`src/rtl/gcd_stream_arbiter_if.sv`:
```
// Client/core handshake bundle for gcd_stream_arbiter.
// master = clients + core side, slave = arbiter.
interface gcd_stream_arbiter_if #(
  parameter int NUM_REQ = 4,
  parameter int IDW     = (NUM_REQ > 1) ? $clog2(NUM_REQ) : 1
);
  logic [NUM_REQ-1:0]   req;
  logic [4*NUM_REQ-1:0] req_data;
  logic [NUM_REQ-1:0]   grant;
  logic                 data_ack;
  logic                 core_in_valid;
  logic [3:0]           core_in_data;
  logic                 core_out_valid;
  logic [4:0]           core_out_data;
  logic                 rsp_valid;
  logic [IDW-1:0]       rsp_id;
  logic [4:0]           rsp_data;
  logic                 rsp_last;

  modport master (
    output req, req_data,
    output core_out_valid, core_out_data,
    input  grant, data_ack,
    input  core_in_valid, core_in_data,
    input  rsp_valid, rsp_id, rsp_data, rsp_last
  );

  modport slave (
    input  req, req_data,
    input  core_out_valid, core_out_data,
    output grant, data_ack,
    output core_in_valid, core_in_data,
    output rsp_valid, rsp_id, rsp_data, rsp_last
  );
endinterface

```
`src/rtl/gcd_stream_arbiter.sv`:
```
// Round-robin arbiter sharing one GCD core among NUM_REQ clients.
// Define GCD_ARB_TIMEOUT_EN to enable the WAIT-state watchdog.
module gcd_stream_arbiter #(
  parameter int NUM_REQ         = 4,
  parameter int SAMPLES_PER_JOB = 7,
  parameter int RESULTS_PER_JOB = 4,
  parameter int GAP_CYCLES      = 2,
  parameter int TIMEOUT_CYCLES  = 32
) (
  input  logic clk,
  input  logic rst_n,
  gcd_stream_arbiter_if.slave bus,
  output logic busy,
  output logic err_sticky,
  output logic timeout
);
  localparam int IDW = (NUM_REQ > 1) ? $clog2(NUM_REQ) : 1;
  localparam int M1 = (SAMPLES_PER_JOB > RESULTS_PER_JOB) ?
                      SAMPLES_PER_JOB : RESULTS_PER_JOB;
  localparam int M2 = (M1 > GAP_CYCLES) ? M1 : GAP_CYCLES;
  localparam int MX = (M2 > TIMEOUT_CYCLES) ? M2 : TIMEOUT_CYCLES;
  localparam int CW = $clog2(MX) + 1;

  typedef enum logic [2:0] {
    IDLE, GRANT, FEED, WAIT, GAP
  } state_t;

  state_t         state;
  logic [IDW-1:0] ptr;
  logic [IDW-1:0] winner;
  logic [IDW-1:0] pick;
  logic [CW-1:0]  cnt;
  logic [3:0]     sel_data;
  logic           fin;

  function automatic logic [IDW-1:0] rr_pick(
    input logic [NUM_REQ-1:0] r,
    input logic [IDW-1:0]     p
  );
    logic [IDW-1:0] w;
    logic           hit;
    int             j;
    w   = '0;
    hit = 1'b0;
    for (int i = 1; i <= NUM_REQ; i++) begin
      j = (int'(p) + i) % NUM_REQ;
      if (!hit && r[IDW'(j)]) begin
        hit = 1'b1;
        w   = IDW'(j);
      end
    end
    return w;
  endfunction

  assign pick = rr_pick(bus.req, ptr);

  always_comb begin
    sel_data = 4'h0;
    for (int i = 0; i < NUM_REQ; i++)
      if (winner == IDW'(i))
        sel_data = bus.req_data[4*i +: 4];
  end

  assign fin = bus.core_out_valid &&
               (cnt == CW'(RESULTS_PER_JOB - 1));

  assign busy         = (state != IDLE);
  assign bus.data_ack = (state == FEED);

`ifdef GCD_ARB_TIMEOUT_EN
  logic [CW-1:0] wdog;
`else
  assign timeout = 1'b0;
`endif

  always_ff @(posedge clk or negedge rst_n) begin
    if (!rst_n) begin
      state             <= IDLE;
      ptr               <= IDW'(NUM_REQ - 1);
      winner            <= '0;
      cnt               <= '0;
      bus.grant         <= '0;
      bus.core_in_valid <= 1'b0;
      bus.core_in_data  <= '0;
      bus.rsp_valid     <= 1'b0;
      bus.rsp_id        <= '0;
      bus.rsp_data      <= '0;
      bus.rsp_last      <= 1'b0;
      err_sticky        <= 1'b0;
`ifdef GCD_ARB_TIMEOUT_EN
      wdog              <= '0;
      timeout           <= 1'b0;
`endif
    end else begin
      bus.core_in_valid <= 1'b0;
      bus.rsp_valid     <= 1'b0;
      bus.rsp_last      <= 1'b0;
`ifdef GCD_ARB_TIMEOUT_EN
      timeout           <= 1'b0;
`endif
      if (bus.core_out_valid && state != WAIT)
        err_sticky <= 1'b1;
      unique case (state)
        IDLE: begin
          if (|bus.req) begin
            winner    <= pick;
            ptr       <= pick;
            bus.grant <= NUM_REQ'(1) << pick;
            state     <= GRANT;
          end
        end
        GRANT: begin
          cnt   <= '0;
          state <= FEED;
        end
        FEED: begin
          bus.core_in_valid <= 1'b1;
          bus.core_in_data  <= sel_data;
          if (cnt == CW'(SAMPLES_PER_JOB - 1)) begin
            cnt   <= '0;
            state <= WAIT;
`ifdef GCD_ARB_TIMEOUT_EN
            wdog  <= '0;
`endif
          end else begin
            cnt <= cnt + 1'b1;
          end
        end
        WAIT: begin
`ifdef GCD_ARB_TIMEOUT_EN
          wdog <= wdog + 1'b1;
`endif
          if (fin) begin
            bus.rsp_valid <= 1'b1;
            bus.rsp_id    <= winner;
            bus.rsp_data  <= bus.core_out_data;
            bus.rsp_last  <= 1'b1;
            bus.grant     <= '0;
            cnt           <= '0;
            state         <= GAP;
          end
`ifdef GCD_ARB_TIMEOUT_EN
          // watchdog expiry closes the job with a zero beat
          else if (wdog == CW'(TIMEOUT_CYCLES - 1)) begin
            timeout       <= 1'b1;
            bus.rsp_valid <= 1'b1;
            bus.rsp_id    <= winner;
            bus.rsp_data  <= '0;
            bus.rsp_last  <= 1'b1;
            bus.grant     <= '0;
            cnt           <= '0;
            state         <= GAP;
          end
`endif
          else if (bus.core_out_valid) begin
            bus.rsp_valid <= 1'b1;
            bus.rsp_id    <= winner;
            bus.rsp_data  <= bus.core_out_data;
            cnt           <= cnt + 1'b1;
          end
        end
        GAP: begin
          if (cnt == CW'(GAP_CYCLES - 1)) begin
            cnt   <= '0;
            state <= IDLE;
          end else begin
            cnt <= cnt + 1'b1;
          end
        end
        default: state <= IDLE;
      endcase
    end
  end
endmodule

```
`src/flat_wrapper.sv`:
```
// flat-port wrapper written by rule: the top's interface ports become plain ports
module gcd_stream_arbiter_flat 
#(
  parameter int NUM_REQ         = 4,
  parameter int SAMPLES_PER_JOB = 7,
  parameter int RESULTS_PER_JOB = 4,
  parameter int GAP_CYCLES      = 2,
  parameter int TIMEOUT_CYCLES  = 32
)
  (clk, rst_n, busy, err_sticky, timeout, bus_req, bus_req_data, bus_core_out_valid, bus_core_out_data, bus_grant, bus_data_ack, bus_core_in_valid, bus_core_in_data, bus_rsp_valid, bus_rsp_id, bus_rsp_data, bus_rsp_last);
  gcd_stream_arbiter_if #(.NUM_REQ(NUM_REQ)) bus_i ();
  input  logic clk;
  input  logic rst_n;
  output logic busy;
  output logic err_sticky;
  output logic timeout;
  input wire logic [$bits(bus_i.req)-1:0] bus_req;
  input wire logic [$bits(bus_i.req_data)-1:0] bus_req_data;
  input wire logic [$bits(bus_i.core_out_valid)-1:0] bus_core_out_valid;
  input wire logic [$bits(bus_i.core_out_data)-1:0] bus_core_out_data;
  output wire logic [$bits(bus_i.grant)-1:0] bus_grant;
  output wire logic [$bits(bus_i.data_ack)-1:0] bus_data_ack;
  output wire logic [$bits(bus_i.core_in_valid)-1:0] bus_core_in_valid;
  output wire logic [$bits(bus_i.core_in_data)-1:0] bus_core_in_data;
  output wire logic [$bits(bus_i.rsp_valid)-1:0] bus_rsp_valid;
  output wire logic [$bits(bus_i.rsp_id)-1:0] bus_rsp_id;
  output wire logic [$bits(bus_i.rsp_data)-1:0] bus_rsp_data;
  output wire logic [$bits(bus_i.rsp_last)-1:0] bus_rsp_last;
  assign bus_i.req = bus_req;
  assign bus_i.req_data = bus_req_data;
  assign bus_i.core_out_valid = bus_core_out_valid;
  assign bus_i.core_out_data = bus_core_out_data;
  assign bus_grant = bus_i.grant;
  assign bus_data_ack = bus_i.data_ack;
  assign bus_core_in_valid = bus_i.core_in_valid;
  assign bus_core_in_data = bus_i.core_in_data;
  assign bus_rsp_valid = bus_i.rsp_valid;
  assign bus_rsp_id = bus_i.rsp_id;
  assign bus_rsp_data = bus_i.rsp_data;
  assign bus_rsp_last = bus_i.rsp_last;
  gcd_stream_arbiter #(.NUM_REQ(NUM_REQ), .SAMPLES_PER_JOB(SAMPLES_PER_JOB), .RESULTS_PER_JOB(RESULTS_PER_JOB), .GAP_CYCLES(GAP_CYCLES), .TIMEOUT_CYCLES(TIMEOUT_CYCLES)) u_core (.clk(clk), .rst_n(rst_n), .bus(bus_i), .busy(busy), .err_sticky(err_sticky), .timeout(timeout));
endmodule
```
`config.mk`:
```
export PLATFORM = sky130hd
export DESIGN_NAME = gcd_stream_arbiter_flat
export DESIGN_NICKNAME = d
export VERILOG_FILES = /design/src/rtl/gcd_stream_arbiter_if.sv /design/src/rtl/gcd_stream_arbiter.sv /design/src/flat_wrapper.sv
export SDC_FILE = /design/constraint.sdc
export NUM_CORES = 1
export LEC_CHECK = 0
export ABC_AREA = 0
export BUFFER_PORTS_ARGS = -buffer_cell sky130_fd_sc_hd__buf_2
export CAP_MARGIN = 5
export CORE_MARGIN = 3
export CORE_UTILIZATION = 54
export DETAILED_ROUTE_END_ITERATION = 7
export MAX_ROUTING_LAYER = met4
export PLACE_DENSITY = 0.83
export SYNTH_ARGS = -nofsm -noshare
export SYNTH_HDL_FRONTEND = slang
export SYNTH_SLANG_ARGS = --single-unit
```
`constraint.sdc`:
```
create_clock -name clk -period 5.27 [get_ports clk]
set_input_delay 1.054 -clock clk [delete_from_list [all_inputs] [get_ports clk]]
set_output_delay 1.054 -clock clk [all_outputs]
set_load 0.05 [all_outputs]
```
== Word level (Yosys, flattened, before mapping) ==
Index checks and enable logic that the tools add are counted.

* Flip-flop bits (word level): 32
* Output and inout port bits: 22
* Logic and storage cells: 104

* Add/subtract/negate cells: 5
* Order comparisons: 4
* Equality and inequality tests: 16
* Shift-type cells: 1
* Multiplexer cells: 46
* Reductions and logical operators: 20

{| class="wikitable"
|+ Operators by type and width
! kind !! count
|-
| 4-bit 2-to-1 mux || 6
|-
| 6-bit 2-to-1 mux || 4
|-
| 6-bit case mux with 4 select lines || 1
|-
| 1-bit 2-to-1 mux || 17
|-
| 2-bit by 4-bit < comparator with 1-bit output, second input constant || 4
|-
| 3-bit case mux with 5 select lines || 1
|-
| 2-bit 2-to-1 mux || 6
|-
| 3-bit 2-to-1 mux || 4
|-
| 5-bit 2-to-1 mux || 2
|-
| 1-bit binary-select mux with 2-bit select || 4
|-
| 2-bit by 1-bit inequality test with 1-bit output, second input constant || 4
|-
| 4-bit case mux with 2 select lines || 1
|-
| 6-bit by 1-bit adder with 6-bit output, second input constant || 1
|-
| 3-bit by 2-bit equality test with 1-bit output, second input constant || 2
|-
| 6-bit by 1-bit equality test with 1-bit output, second input constant || 1
|-
| 6-bit by 2-bit equality test with 1-bit output, second input constant || 1
|-
| 6-bit by 3-bit equality test with 1-bit output, second input constant || 1
|-
| 3-bit by 2-bit inequality test with 1-bit output, second input constant || 2
|-
| 2-bit AND reduction || 3
|-
| 1-bit logical AND || 5
|-
| 2-bit by 1-bit adder with 2-bit output, second input constant || 2
|-
| 2-bit adder, second input constant || 2
|-
| 2-bit equality test, second input constant || 2
|-
| 4-bit AND reduction || 1
|-
| other kinds (12) || 15
|}

== Logic depth before layout (Yosys ltp) ==
* Word-level depth: 17
* Depth in mapped cells: 7
* Gate-level depth less buffers: 7

== Least setup slack after synthesis ==
OpenSTA, ideal clock, no wires.

* Kind: flip-flop to output port
* Start: register u_core.state[2]
* End: output bus_data_ack
* Data arrival time: 2.013 ns
* Required time: 4.216 ns
* Path slack: 2.203 ns
* Stages on the path, launching flop included: 3
* Path through: dfrtp_1 > clkbuf_1 > nor3_1

* Word-level cells in the longest chain between the ends: 1

{| class="wikitable"
|+ RTL lines
! item !! line !! text
|-
| start, declared || gcd_stream_arbiter.sv:28 || <nowiki>state_t state;</nowiki>
|-
| start signal, assigned || gcd_stream_arbiter.sv:78 || <nowiki>state <= IDLE;</nowiki>
|-
| start signal, assigned || gcd_stream_arbiter.sv:109 || <nowiki>state <= GRANT;</nowiki>
|-
| start signal, assigned || gcd_stream_arbiter.sv:114 || <nowiki>state <= FEED;</nowiki>
|-
| 3-bit by 2-bit equality test with 1-bit output || gcd_stream_arbiter.sv:68 || <nowiki>assign bus.data_ack = (state == FEED);</nowiki>
|-
| end, declared || flat_wrapper.sv:22 || <nowiki>output wire logic [$bits(bus_i.data_ack)-1:0] bus_data_ack;</nowiki>
|}

Every way passes these cells.

== Final worst setup path ==
Same ends and word-level chain as after synthesis.

==> flow_summary.json <==
{
  "status": "finished clean",
  "yosysWarnings": 0,
  "cts_tree": "yes",
  "crit_chain": "nor3_1, buf_2",
  "p_switching_w": 0.000679,
  "start_kind": "flip-flop",
  "yosys.area.top_type": "dfrtp_1",
  "power.density_nw_per_um2": 709,
  "worstSetupPathType": "flip-flop to output pin",
  "ioPinCount": 50,
  "setup_tns_ps": 0,
  "hold_viol_final": 0,
  "drt-total-wl_um": 3410,
  "max_freq_mhz": 334,
  "holdPathEnd": "u_core.err_sticky",
  "cp.arrival_ps": 1940,
  "crit_path_top_delay_cell": "nor3_1",
  "vias_per_cell": 5.83,
  "drive_above_1_share": 0.415,
  "seq_area_sq_um": 803,
  "grt_pass1_wl_um": 5110,
  "placeableCoreArea_sq_um": 2810,
  "reg2reg_depth": 3,
  "synth_flop_cell": "dfrtp_1",
  "rows": 19,
  "period_minus_slack_ps": 2990,
  "fin_skew_ps": 7.35,
  "insertion_delay_ps": 340,
  "finalCritPeriodShare": 0.568,
  "path_clk_slew_ps": 90,
  "antenna_found_initial": 0,
  "yosys.cell_types.count": 39,
  "grt_util_all_layers": 0.202,
  "yosysSeqAreaShare": 0.493,
  "r2r_start": "u_core.state[2]",
  "synth.top_cell.area_share": 0.460,
  "root_buffer": "clkbuf_4",
  "ant_nets": 0,
  "synth.net_count": 173,
  "num-fill-cells": 216,
  "grt_pass1_vias": 1184,
  "dr.pass1.iters": 4,
  "crit_fanout": 11,
  "cts.sinks": 32,
  "finalNonFillerCells": 224,
  "finalNetCount": 223,
  "place_congestion": 0.892,
  "htreeDepth": 2,
  "worstSetupEndpointType": "output pin",
  "relSlewSlack": 0.495,
  "grt_start_max_net_pins": 33,
  "sw_frac_of_total": 0.491,
  "remaining_drc_errors": 0,
  "cap_violations": 0,
  "clk_path_buf_depth": 2,
  "ir_drop_mv": 0.309,
  "start_util": 0.581,
  "dieArea_sq_um": 3710,
  "drt_iter0_drc": 95,
  "dieWidth_um": 60.9,
  "seqPwrFrac": 0.329,
  "antennaDiodeCount": 0,
  "power.internal_w": 0.000703,
  "comb_power_share": 0.556,
  "synth.area.top_cells": "dfrtp_1 (46%), mux2_2 (6.9%), mux4_2 (5.5%)",
  "synth-edff-count": 0,
  "cts_setup_buffers": 0,
  "async_flop_share": 1.00,
  "rsz0062_at_grt": "false",
  "syn_area_sq_um": 1630,
  "die_y_um": 60.9,
  "overflow": 0,
  "hold_class": "flip-flop to flip-flop",
  "numPortBuffers": 48,
  "min_path_cells": 1,
  "finalMaxSlewViolations": 0,
  "syn_avg_cell_area_sq_um": 11.5,
  "synthTopCellsByCount": "dfrtp_1 (30), nand2_1 (17), inv_1 (10), mux2_2 (10), a21oi_1 (7)",
  "dpl.cell_count": 216,
  "ctsResizeCount": 0,
  "pwr-share-clk": 0.116,
  "cpPeakStageDelay_ps": 680,
  "ys_ff_latch": 32,
  "timing.rr.end": "u_core.bus.grant[0]",
  "cts_hold_buffers": 0,
  "synth_most_common_cell": "dfrtp_1",
  "cts_buffers": 5,
  "required_ps": 4220,
  "vias": 1306,
  "dpl.hpwl_um": 2520,
  "syn_inst": 142,
  "area_delta_synth_final_pct": 19.5,
  "min_from": "u_core.err_sticky",
  "multi_input_area_sq_um": 759,
  "reg2reg_setup_slack_ps": 3280,
  "leakage_nw": 0.949,
  "setup_viol": 0,
  "worst_pin_slew_ps": 752,
  "wire_per_inst_um": 15.2
}
-- how the worst max path moves through the flow --
stage,start,to,cells after the start
6_report,u_core.state[2],bus_data_ack,2
5_1_grt,u_core.state[2],bus_data_ack,2
4_1_cts,u_core.state[2],bus_data_ack,2
3_5_place_dp,u_core.state[2],bus_data_ack,2
3_3_place_gp,u_core.state[2],bus_data_ack,2
2_1_floorplan,u_core.state[2],bus_data_ack,2
-- through the flow --
| stage | total power [W] | utilization | cell area, sq um | setup WS, ps | hold WS [ps] |
|---|---|---|---|---|---|
| global placement | 0.00119 | 0.670 | 1880 | 2720 | 463 |
| CTS | 0.00139 | 0.694 | 1950 | 2250 | 473 |
| finish | 0.00138 | 0.694 | 1950 | 2280 | 473 |
| floorplan | 0.00106 | - | 1630 | 2200 | 468 |
| detailed placement | 0.00123 | 0.670 | 1880 | 2630 | 448 |
| global route | 0.00147 | 0.694 | 1950 | 2140 | 517 |
-- power by group through the flow --
stage / Clock, W / Sequential [W] / Combinational, W
2_1_floorplan: 0 / 0.000660 / 0.000398
3_3_place_gp: 0 / 0.000450 / 0.000744
3_5_place_dp: 0 / 0.000461 / 0.000768
4_1_cts: 0.000164 / 0.000455 / 0.000773
5_1_grt: 0.000173 / 0.000469 / 0.000829
6_report: 0.000160 / 0.000454 / 0.000768
-- worst max-delay path: cells and delay by family (launching register included) --
kind | cells | cell delay (ps)
flops | 1 | 520
buf+inv | 1 | 390
simple gates | 1 | 680
-- state kept, by name (all words and copies together) (netlist names) --
register                  cells
u_core.err_sticky             1
u_core.bus.rsp_id             2
u_core.bus.core_in_valid      1
u_core.ptr                    2
u_core.bus.rsp_last           1
u_core.bus.rsp_valid          1
u_core.bus.grant              4
u_core.winner                 2
u_core.bus.rsp_data           5
u_core.cnt                    6
u_core.state                  3
u_core.bus.core_in_data       4
-- per-layer routing --
metal,wire length [um],track usage
met2,1650,0.325
met4,116,0.121
met1,1330,0.214
met3,311,0.0681
met5,0,-
-- layout by cell type, fill, tap and decap left out, types with 2 or more instances in the layout --
master / instances
a21oi_1: 7
a22o_1: 3
and3_1: 2
buf_2: 48
clkbuf_4: 5
clkbuf_8: 2
dfrtp_1: 30
dfstp_2: 2
ha_1: 3
inv_1: 10
mux2_2: 10
mux4_2: 4
nand2_1: 17
nand2b_1: 5
nor2_1: 4
nor2b_1: 4
nor3_1: 4
o21ai_0: 5
o21bai_1: 3
o31ai_1: 2
o32ai_1: 3
or3_4: 2
-- cell families (layout without fill, tap and decap cells) --
| kind of cell | count (synthesis) | count (layout) | synth area share |
|---|---|---|---|
| other cells | 1 | 1 | 0.00230 |
| compound gates | 30 | 30 | 0.152 |
| flops | 32 | 32 | 0.493 |
| simple gates | 45 | 45 | 0.149 |
| mux | 16 | 16 | 0.140 |
| fa+ha+maj | 3 | 3 | 0.0230 |
| buf+inv | 15 | 66 | 0.0414 |
-- cell type report --
cell class,instances,area share
Clock buffer,8,0.0353
Multi-Input combinational cell,95,0.390
Inverter,10,0.0193
Sequential cell,32,0.412
Tap cell,31,0.0199
Timing Repair Buffer,48,0.123
No activity file was read; power rests on OpenSTA's default activity.
